`config.mk`:
```
export PLATFORM = sky130hd
export DESIGN_NAME = pad_scanner
export DESIGN_NICKNAME = d
export VERILOG_FILES = /design/src/rtl/pad_pkg.sv /design/src/rtl/pad_debounce.sv /design/src/rtl/pad_scanner.sv
export SDC_FILE = /design/constraint.sdc
export NUM_CORES = 1
export LEC_CHECK = 0
export CAP_MARGIN = 15
export CORE_MARGIN = 5
export CORE_UTILIZATION = 50
export CTS_CLUSTER_SIZE = 8
export DETAILED_ROUTE_END_ITERATION = 12
export HOLD_SLACK_MARGIN = 0.05
export PLACE_DENSITY_LB_ADDON = 0.08
export SLEW_MARGIN = 40
export SYNTH_ARGS = -nofsm -noshare
export SYNTH_HDL_FRONTEND = slang
export SYNTH_SLANG_ARGS = --single-unit
```
`constraint.sdc`:
```
create_clock -name clk -period 3.2 [get_ports clk]
set_clock_uncertainty 0.05 [all_clocks]
set_input_delay 0.48 -clock clk [delete_from_list [all_inputs] [get_ports clk]]
set_output_delay 0.48 -clock clk [all_outputs]
set_load 0.05 [all_outputs]
```
`src/rtl/pad_pkg.sv`:
```
// Shared types and constants for the Genesis pad scanner.
// Button indices follow the decoder bit order used on buttons_in.
package pad_pkg;

  localparam int NUM_BUTTONS = 11;
  localparam int LO_BITS     = 6;
  localparam int HI_BITS     = 5;

  localparam int BTN_UP    = 0;
  localparam int BTN_DOWN  = 1;
  localparam int BTN_LEFT  = 2;
  localparam int BTN_RIGHT = 3;
  localparam int BTN_A     = 4;
  localparam int BTN_START = 5;
  localparam int BTN_Z     = 6;
  localparam int BTN_Y     = 7;
  localparam int BTN_X     = 8;
  localparam int BTN_B     = 9;
  localparam int BTN_C     = 10;

  typedef enum logic [2:0] {
    S_LO_WAIT,
    S_LO_CAP,
    S_HI_WAIT,
    S_HI_CAP,
    S_COMMIT
  } state_t;

  // Counter width that stays legal (>=1) for tiny parameter values.
  function automatic int cnt_width(input int n);
    return (n > 1) ? $clog2(n) : 1;
  endfunction

endpackage

```
`src/rtl/pad_debounce.sv`:
```
// Whole-word debouncer: a scan must repeat DEBOUNCE_SCANS times before it reaches buttons.
// With PAD_SCANNER_RELEASE_EN defined, a release_pulse output is also produced.
module pad_debounce
  import pad_pkg::*;
#(
  parameter int DEBOUNCE_SCANS = 3
) (
  input  logic                   clk,
  input  logic                   reset,
  input  logic                   commit,
  input  logic [NUM_BUTTONS-1:0] scan,
  output logic [NUM_BUTTONS-1:0] buttons,
  output logic [NUM_BUTTONS-1:0] press_pulse,
  output logic                   scan_valid
`ifdef PAD_SCANNER_RELEASE_EN
  ,
  output logic [NUM_BUTTONS-1:0] release_pulse
`endif
);

  localparam int CNT_W = cnt_width(DEBOUNCE_SCANS + 1);
  localparam logic [CNT_W-1:0] CNT_MAX = CNT_W'(DEBOUNCE_SCANS);

  logic [NUM_BUTTONS-1:0] prev_q, prev_d;
  logic [NUM_BUTTONS-1:0] buttons_q, buttons_d;
  logic [NUM_BUTTONS-1:0] press_q, press_d;
  logic [CNT_W-1:0]       cnt_q, cnt_d;
  logic                   valid_q, valid_d;
`ifdef PAD_SCANNER_RELEASE_EN
  logic [NUM_BUTTONS-1:0] release_q, release_d;
`endif

  always_comb begin
    prev_d    = prev_q;
    buttons_d = buttons_q;
    cnt_d     = cnt_q;
    press_d   = '0;
    valid_d   = commit;
`ifdef PAD_SCANNER_RELEASE_EN
    release_d = '0;
`endif
    if (commit) begin
      // Saturate so a long-held word never wraps back into a fresh count.
      if (scan == prev_q) begin
        cnt_d = (cnt_q == CNT_MAX) ? CNT_MAX : cnt_q + CNT_W'(1);
      end else begin
        cnt_d = CNT_W'(1);
      end
      prev_d = scan;
      if (cnt_d == CNT_MAX) begin
        buttons_d = scan;
        press_d   = scan & ~buttons_q;
`ifdef PAD_SCANNER_RELEASE_EN
        release_d = ~scan & buttons_q;
`endif
      end
    end
  end

  always_ff @(posedge clk or negedge reset) begin
    if (!reset) begin
      prev_q    <= '0;
      buttons_q <= '0;
      press_q   <= '0;
      cnt_q     <= '0;
      valid_q   <= 1'b0;
`ifdef PAD_SCANNER_RELEASE_EN
      release_q <= '0;
`endif
    end else begin
      prev_q    <= prev_d;
      buttons_q <= buttons_d;
      press_q   <= press_d;
      cnt_q     <= cnt_d;
      valid_q   <= valid_d;
`ifdef PAD_SCANNER_RELEASE_EN
      release_q <= release_d;
`endif
    end
  end

  assign buttons     = buttons_q;
  assign press_pulse = press_q;
  assign scan_valid  = valid_q;
`ifdef PAD_SCANNER_RELEASE_EN
  assign release_pulse = release_q;
`endif

endmodule

```
`src/rtl/pad_scanner.sv`:
```
// Genesis pad scanner: drives select, captures both half-words, feeds the debouncer.
// Optional release_pulse output is enabled by defining PAD_SCANNER_RELEASE_EN.
//
// state     | meaning
// S_LO_WAIT | select low, waiting SETTLE_CYCLES for the decoder
// S_LO_CAP  | select low, latch Up/Down/Left/Right/A/Start
// S_HI_WAIT | select high, waiting SETTLE_CYCLES for the decoder
// S_HI_CAP  | select high, latch Z/Y/X/B/C
// S_COMMIT  | select low, hand the full scan to the debouncer
module pad_scanner
  import pad_pkg::*;
#(
  parameter int SETTLE_CYCLES  = 16,
  parameter int DEBOUNCE_SCANS = 3,
  parameter bit ACTIVE_LOW     = 1'b1
) (
  input  logic                   clk,
  input  logic                   reset,
  input  logic [NUM_BUTTONS-1:0] buttons_in,
  output logic                   select_out,
  output logic [NUM_BUTTONS-1:0] buttons,
  output logic [NUM_BUTTONS-1:0] press_pulse,
  output logic                   scan_valid
`ifdef PAD_SCANNER_RELEASE_EN
  ,
  output logic [NUM_BUTTONS-1:0] release_pulse
`endif
);

  localparam int SETTLE_W = cnt_width(SETTLE_CYCLES);
  localparam logic [SETTLE_W-1:0] SETTLE_LAST = SETTLE_W'(SETTLE_CYCLES - 1);

  state_t               state_q, state_d;
  logic [SETTLE_W-1:0]  settle_q, settle_d;
  logic                 select_q, select_d;
  logic [LO_BITS-1:0]   lo_q, lo_d;
  logic [HI_BITS-1:0]   hi_q, hi_d;

  always_comb begin
    state_d = state_q;
    lo_d    = lo_q;
    hi_d    = hi_q;
    case (state_q)
      S_LO_WAIT: if (settle_q == SETTLE_LAST) state_d = S_LO_CAP;
      S_LO_CAP: begin
        lo_d    = buttons_in[BTN_START:BTN_UP] ^ {LO_BITS{ACTIVE_LOW}};
        state_d = S_HI_WAIT;
      end
      S_HI_WAIT: if (settle_q == SETTLE_LAST) state_d = S_HI_CAP;
      S_HI_CAP: begin
        hi_d    = buttons_in[BTN_C:BTN_Z] ^ {HI_BITS{ACTIVE_LOW}};
        state_d = S_COMMIT;
      end
      S_COMMIT: state_d = S_LO_WAIT;
      default:  state_d = S_LO_WAIT;
    endcase

    settle_d = (state_d != state_q) ? '0 : settle_q + SETTLE_W'(1);
    // Select follows the next state so the pin is a clean flop output.
    select_d = (state_d == S_HI_WAIT) || (state_d == S_HI_CAP);
  end

  always_ff @(posedge clk or negedge reset) begin
    if (!reset) begin
      state_q  <= S_LO_WAIT;
      settle_q <= '0;
      select_q <= 1'b0;
      lo_q     <= '0;
      hi_q     <= '0;
    end else begin
      state_q  <= state_d;
      settle_q <= settle_d;
      select_q <= select_d;
      lo_q     <= lo_d;
      hi_q     <= hi_d;
    end
  end

  assign select_out = select_q;

  pad_debounce #(
    .DEBOUNCE_SCANS(DEBOUNCE_SCANS)
  ) u_debounce (
    .clk          (clk),
    .reset        (reset),
    .commit       (state_q == S_COMMIT),
    .scan         ({hi_q, lo_q}),
    .buttons      (buttons),
    .press_pulse  (press_pulse),
    .scan_valid   (scan_valid)
`ifdef PAD_SCANNER_RELEASE_EN
    ,
    .release_pulse(release_pulse)
`endif
  );

endmodule

```
======== Yosys cells after proc, flatten, opt, wreduce, memory -nomap -nowiden ========
Cells that the tools add are included.
cells by class
  $add $sub $neg .......................... 2
  equality and inequality tests ........... 11
  muxes and demuxes ....................... 9
  bitwise gates (word level) .............. 4
  reduce and logical (&&, ||, !) cells .... 3
operator list
  kind                 number
  $mux 11              2
  $eq 3x2->1 const B   4
  $pmux 3 s4           1
  $and 11x11->11       1
  $eq 11x11->1         1
  $not 11->11          1
  $mux 2               3
  $mux 3               2
  $not 6->6            1
  $not 5->5            1
  $add 4x1->4 const B  1
  $eq 2x2->1 const B   2
  $eq 4x4->1 const B   1
  $mux 4               1
  $eq 3x1->1 const B   1
  $eq 3x3->1 const B   1
  $logic_not 3->1      1
  $ne 3x3->1           1
  $add 2x1->2 const B  1
  $reduce_and 2->1     1
  $logic_or 1x1->1     1
word-level totals
  flip-flop bits (word level) ............. 55
  input port bits ......................... 13
  output and inout bits ................... 24
  logic and storage cells ................. 39

======== Longest topological paths before layout ========
Gate-level depths: netlist (run 1).
  depth in word-level cells ............... 7
  depth in mapped cells ................... 7
  depth with buffers taken out ............ 6

======== Cells and area by module ========
A second synthesis (run 1) with hierarchy kept.
second synthesis, totals
  cells, all modules ...................... 161
  area, all modules ....................... 2223.4 µm²
by module, submodules not included
  module        times used  cells an instance  area each (µm²)  sequential area each (µm²)
  pad_debounce  1           98                 1477.7           900.9
  pad_scanner   1           63                 745.7            475.5

======== Worst setup path after synthesis (run 1) ========
No wires, ideal clock.
  path type ............................... register -> register
  start point ............................. register state_q[0]
  end point ............................... register u_debounce.buttons_q[10], in the netlist u_debounce.buttons[10]
  setup time .............................. 0.125 ns
  arrival time ............................ 1.470 ns
  required time ........................... 3.025 ns
  path slack .............................. 1.555 ns
  cell stages (with the launch flop) ...... 8
  path buffers ............................ 1
  clock period less this slack ............ 1.645 ns
  cells stage by stage .................... dfrtp_1 nor2_1 nand2_1 clkinv_2 and4_1 nand4_1 buf_6 mux2_4
between the ends
  cells in the longest elaborated chain, start to end .. 2
RTL lines
  item                               line                source
  start: declaration                 pad_scanner.sv:33   state_t state_q, state_d;
  start signal: assignment           pad_scanner.sv:71   state_q <= state_d;
  $eq 3x3->1                         pad_scanner.sv:86   .commit (state_q == S_COMMIT),
  $reduce_and 2->1 (no source line)  -
  end signal: assignment             pad_debounce.sv:72  buttons_q <= buttons_d;
  end: declaration                   pad_debounce.sv:25  logic [NUM_BUTTONS-1:0] buttons_q, buttons_d;
Every way passes these cells.
A chain may end at the register's enable or synchronous reset.

======== Final worst setup path (run 1) ========
  start point ............................. register state_q[0]
  end point ............................... register u_debounce.press_q[3], in the netlist u_debounce.press_pulse[3]
between the ends
  cells in the longest elaborated chain, start to end .. 2
RTL lines
  item                       line                source
  $eq 3x3->1                 pad_scanner.sv:86
  $mux 11                    pad_debounce.sv:42  if (commit) begin
  via u_debounce.press_d[3]  pad_debounce.sv:26  logic [NUM_BUTTONS-1:0] press_q, press_d;
  end signal: assignment     pad_debounce.sv:73  press_q <= press_d;
  end: declaration           pad_debounce.sv:26
The timed path passes the listed nets, and every way through them passes these cells.

==> flow_summary.toml, run 1 <==
[status]
outcome = "finished, final reports clean"

[worst_setup_path]
worstSetupEndpoint = "u_debounce.press_pulse[3]"
worstPathCellList = "nor2_1 > nand2_1 > clkinv_2 > and2_1 > nand4_1 > nor3b_1"
rrSetupSlack_ns = 0.91
cp-start-kind = "register"
cp.arrival_ns = 2.45
crit_path_start = "state_q[0]"
worst_r2r_path_depth = 6
critPathCaptureType = "register"
rr_startpoint = "state_q[0]"
path_max_fanout = 16
rr_endpoint = "u_debounce.press_pulse[3]"
cp_slowest_cell = "nand4_1"
required_ns = 3.36
slowest_delay_ns = 0.48
path_class = "register to register"

[logic_synthesis]
syn_nets = 200
syn_area_per_cell_um2 = 11.78
synth_warnings = 0
synth_seq_cells = 55
synth-adder-area-share_pct = 0.5711
synthSimpleGateAreaFrac_pct = 18.28
ys_seq_area_share_pct = 62.82
syn-cell-area_mm2 = 0.002191
synth-compound-area-share_pct = 3.255
synth_cell_type_count = 26
synth_xor_area_share_pct = 5.597
synth_top_family_by_area = "simple AND/OR/NAND/NOR gates"
synth_mux_area_share_pct = 7.367
synthCells = 186

[grt]
antenna_found_initial = 0
grt_pass1_vias = 1584
grt_use_total_pct = 16.34
grt_pass1_wl_mm = 7.624
grt_max_degree = 30
grt_overflow = 0

[clocking]
clk-insertion-delay-late_ns = 0.30
hold_buffers = 0
tritoncts = "done"
cts_setup_buffers = 0
cts_resized = 0
clock_sinks = 55
cts_root_buffer = "clkbuf_8"
clk_pin_slew_ns = 0.10
cts.htree.levels = 2
numCtsBuffers = 5
cts_buffer_depth = 2

[route]
routed.top_layer = "met4"
dr.pass1.iters = 4
met2_length_mm = 2.103
wl_per_cell_um = 15.28
dr_wl_met3_um = 188
totalWireLength_mm = 4.264
drt-initial-drc-count = 93
viasPerCell = 5.197
wl_met1_mm = 1.891
post-route-drc-count = 0
vias = 1450
postRouteAntennaNets = 0

[timing]
fin_crit_ns = 2.288
maxSlewHeadroom_pct = 60.07
fin_crit_sh_pct = 71.50
whs_ns = 0.1115
hold_violations = 0
slew_viol_final = 0
max_freq_mhz = 437.0
final.setup.tns_ns = 0
tightest_slew_ns = 0.5972
finalSetupViolCount = 0
rsz0062_at_grt = "no"

[final_layout]
diodes = 0
syn_to_final_growth_pct = 22.73
fin_util_pct = 62.62
fin_area_mm2 = 0.002689
layout.cells.non_filler = 279
nFillCells = 342
final_common_cell = "dfrtp_1"
multiInputGateArea_um2 = 768.2
regArea_mm2 = 0.001376
drive_gt1_share_pct = 10.13
final_cell_mix = "dfrtp_1 (55), nand2_1 (39), clkdlybuf4s50_1 (35)"
final_nets = 240

[die]
top_level_ports = 37
start_util_pct = 51.02
die-area_mm2 = 0.005806
row_count = 24
die_w_um = 76.20
coreArea_mm2 = 0.004294
die_h_um = 76.20

[power]
ir_drop_mv = 0.3081
p_leak_nw = 1.249
power_density_mw_per_mm2 = 429.6

[place]
placedCellCount = 271
hpwl_mm = 3.028
io_buffers = 36
gp_congestion = 0.8311
place_area_mm2 = 0.002604

[flow_run]
drv_cap = 0

[worst_hold_path]
hold_class = "primary input to async pin"
==> cell type report <==
cell class | count | share of cell area, %
timing repair buffer | 39 | 14.05
multi-input combinational | 121 | 28.57
inverter | 4 | 0.6049
tap | 52 | 2.420
clock inverter | 2 | 0.4653
sequential | 55 | 51.19
clock buffer | 6 | 2.699
==> synthesized netlist by cell type <==
library cell  count  area, um2
nand3_1           2      10.01
nor2_1           13      48.80
nor3_1            3      15.01
dfrtp_1          55       1376
a221o_1           1      10.01
nand3b_1          1      7.510
xor2_1            1      8.760
mux2_4           10      150.1
and2_1            1      6.260
a31oi_1           1      6.260
and4_1            3      26.28
clkbuf_1          5      18.77
o21ai_0           5      25.02
a21oi_1           6      30.03
nand2_1          39      146.4
nand4_1           5      31.28
buf_6             1      11.26
ha_1              1      12.51
mux2_2            1      11.26
nor3b_1          12      90.09
nor4_1            1      6.260
or3_1             1      6.260
xnor2_1          13      113.9
and3_1            1      6.260
inv_1             3      11.26
clkinv_2          1      5.000
==> per-layer routing <==
metal  vias up  track usage (%)
met2        37            26.28
li1        697                -
met5         -                0
met4         0            8.042
met3         8            4.492
met1       708            20.19
==> through the flow <==
| step | power [mW] | setup slack (ns) |
|---|---|---|
| 2_1_floorplan | 0.7627 | 1.555 |
| 6_report | 1.155 | 0.9119 |
| 3_3_place_gp | 0.7980 | 0.9953 |
| 3_5_place_dp | 0.8015 | 0.8698 |
| 5_1_grt | 1.219 | 0.6117 |
| 4_1_cts | 1.172 | 0.8605 |
==> flip-flops by register name, summed over array words and instances (netlist names) <==
name / flops
lo_q: 6
hi_q: 5
u_debounce.cnt_q: 2
settle_q: 4
state_q: 3
select_out: 1
u_debounce.prev_q: 11
u_debounce.buttons: 11
u_debounce.scan_valid: 1
u_debounce.press_pulse: 11
==> kinds of logic after synthesis <==
group	Yosys count
muxes	11
and+or+nand+nor	82
xor gates and xnor gates	14
adders and majority gates	1
buffers and inverters	10
DFF	55
AOI/OAI and AO/OA	13
==> power by group <==
group	switching, mW	internal, mW	leakage (nW)
combinational	0.0316	0.0307	0.511
sequential	0.0163	0.709	0.697
clock	0.215	0.153	0.0412
==> worst max-delay path: cells and delay by family (launching register included) <==
family | cells | cell delay [ns]
AND/OR/NAND/NOR | 5 | 1.40
flip-flops | 1 | 0.45
buffers and inverters | 1 | 0.28
==> worst min path at each step <==
stage                                      endpoint  cells after the start             startpoint
after global routing          u_debounce.buttons[2]                      1                  reset
after CTS                 u_debounce.press_pulse[7]                      1                  reset
final                         u_debounce.buttons[2]                      1                  reset
after global placement    u_debounce.press_pulse[2]                      1  u_debounce.buttons[2]
after floorplan                             hi_q[0]                      0                  reset
after detailed placement  u_debounce.press_pulse[7]                      1  u_debounce.buttons[7]
No activity file was read; power rests on OpenSTA's default activity.
==> run 2: changes to the inputs <==
==> constraint.sdc (replaced) <==
create_clock -name clk -period 2.25 [get_ports clk]
set_clock_uncertainty 0.05 [all_clocks]
set_input_delay 0.3375 -clock clk [delete_from_list [all_inputs] [get_ports clk]]
set_output_delay 0.3375 -clock clk [all_outputs]
set_load 0.05 [all_outputs]
==> flow_summary.toml, run 2 (synthesis gave the netlist of run 1 again) <==
[status]
outcome = "finished, final reports clean"

[grt]
grt_use_total_pct = 15.88
grt_max_degree = 30
grt_overflow = 0
grt_pass1_wl_mm = 7.603
antenna_found_initial = 0
grt_pass1_vias = 1604

[die]
die_h_um = 76.20
row_count = 24
die-area_mm2 = 0.005806
coreArea_mm2 = 0.004294
top_level_ports = 37
start_util_pct = 51.02
die_w_um = 76.20

[place]
io_buffers = 36
gp_congestion = 0.7738
hpwl_mm = 3.041

[clocking]
cts_root_buffer = "clkbuf_8"
cts_setup_buffers = 0
clk_pin_slew_ns = 0.09
clk-insertion-delay-late_ns = 0.31
cts_buffer_depth = 2
cts_resized = 0
numCtsBuffers = 5
clock_sinks = 55
cts.htree.levels = 2
tritoncts = "done"

[route]
post-route-drc-count = 0
wl_per_cell_um = 14.86
totalWireLength_mm = 4.219
drt-initial-drc-count = 95
viasPerCell = 5.176
dr.pass1.iters = 4
vias = 1470
postRouteAntennaNets = 0

[worst_setup_path]
critPathTopFamily = "buffers and inverters"
critPathCaptureType = "output pin"
required_ns = 1.86
path_max_fanout = 3
path_class = "register to output pin"
slowest_delay_ns = 0.82
cp_slowest_cell = "clkdlybuf4s50_1"
worstPathCellList = "clkdlybuf4s50_1"
cp.arrival_ns = 1.53
worst_r2r_path_depth = 7
path_depth = 1
cp-start-kind = "register"
cp_num_buf_inv = 1

[timing]
finalSetupViolCount = 0
rsz0062_at_grt = "no"
slew_viol_final = 0
tightest_slew_ns = 0.6942
fin_crit_ns = 1.922
max_freq_mhz = 520.3
whs_ns = 0.4062
maxSlewHeadroom_pct = 53.72
fin_crit_sh_pct = 85.42
hold_violations = 0
final.setup.tns_ns = 0

[power]
ir_drop_mv = 0.3840
p_leak_nw = 1.285
power_density_mw_per_mm2 = 619.1
power.total_mw = 1.707

[final_layout]
diodes = 0
drive_gt1_share_pct = 11.64
final_nets = 245
final_common_cell = "dfrtp_1"
final_cell_mix = "dfrtp_1 (55), nand2_1 (39), clkdlybuf4s50_1 (35)"
syn_to_final_growth_pct = 25.81

[worst_hold_path]
hold_class = "register to register"
min_delay_path_depth = 1

[flow_run]
drv_cap = 0
[run 2: path summary, 6_finish.rpt]
kind	slack, ns	start	endpoint
hold / removal	0.41	u_debounce.buttons[10]	u_debounce.press_pulse[10]
setup / recovery	0.33	u_debounce.buttons[7]	buttons[7]
setup reg to reg	0.40	state_q[0]	u_debounce.buttons[7]
hold reg to reg	0.41	u_debounce.buttons[10]	u_debounce.press_pulse[10]
max in group asynchronous	1.01	reset	u_debounce.cnt_q[0]
min in group asynchronous	0.56	reset	u_debounce.press_pulse[7]
[run 2: through the flow]
stage                     util (%)  std cells  worst slack (ns)  area (um2)
final                        64.19        284            0.3280        2756
after detailed placement     61.63        275            0.4163        2646
after global routing         64.19        284            0.2233        2756
after global placement       61.63        275            0.4914        2646
after floorplan                  -        186            0.6048        2191
after CTS                    64.19        284            0.3086        2756
[run 2: cell type report]
class | instances | area [um2]
fillers | 326 | 1538
flip-flops and latches | 55 | 1376
multi-input cells | 121 | 768.2
repair buffers | 44 | 430.4
clock buffers | 8 | 100.1
well taps | 52 | 65.06
inverters | 4 | 16.27
[run 2: routing by layer]
| layer | up-vias | track usage, % | wire length [um] |
|---|---|---|---|
| li1 | 711 | - | - |
| met2 | 38 | 26.46 | 2051 |
| met3 | 7 | 5.201 | 254 |
| met4 | 0 | 4.371 | 68 |
| met1 | 714 | 19.78 | 1844 |
| met5 | - | 0 | 0 |
[run 2: timing repair]
item / in CTS / in global routing
hold endpoints to repair: 28 / 0
hold buffers: 1 / 0
setup endpoints to repair: 0 / 0
[run 2: where the power goes]
| group | leakage [nW] | internal, mW | switching, mW |
|---|---|---|---|
| combinational | 0.536 | 0.0472 | 0.0458 |
| sequential | 0.697 | 1.01 | 0.0227 |
| clock | 0.0515 | 0.281 | 0.302 |
==> run 3: changes to the inputs <==
--- a/config.mk
+++ b/config.mk
@@ -12,6 +12,7 @@
 export DETAILED_ROUTE_END_ITERATION = 12
 export HOLD_SLACK_MARGIN = 0.05
 export PLACE_DENSITY_LB_ADDON = 0.08
+export SKIP_LAST_GASP = 1
 export SLEW_MARGIN = 40
 export SYNTH_ARGS = -nofsm -noshare
 export SYNTH_HDL_FRONTEND = slang
==> results of run 3 <==
No change in the layout: final DEF, timing and power equal those of run 2.
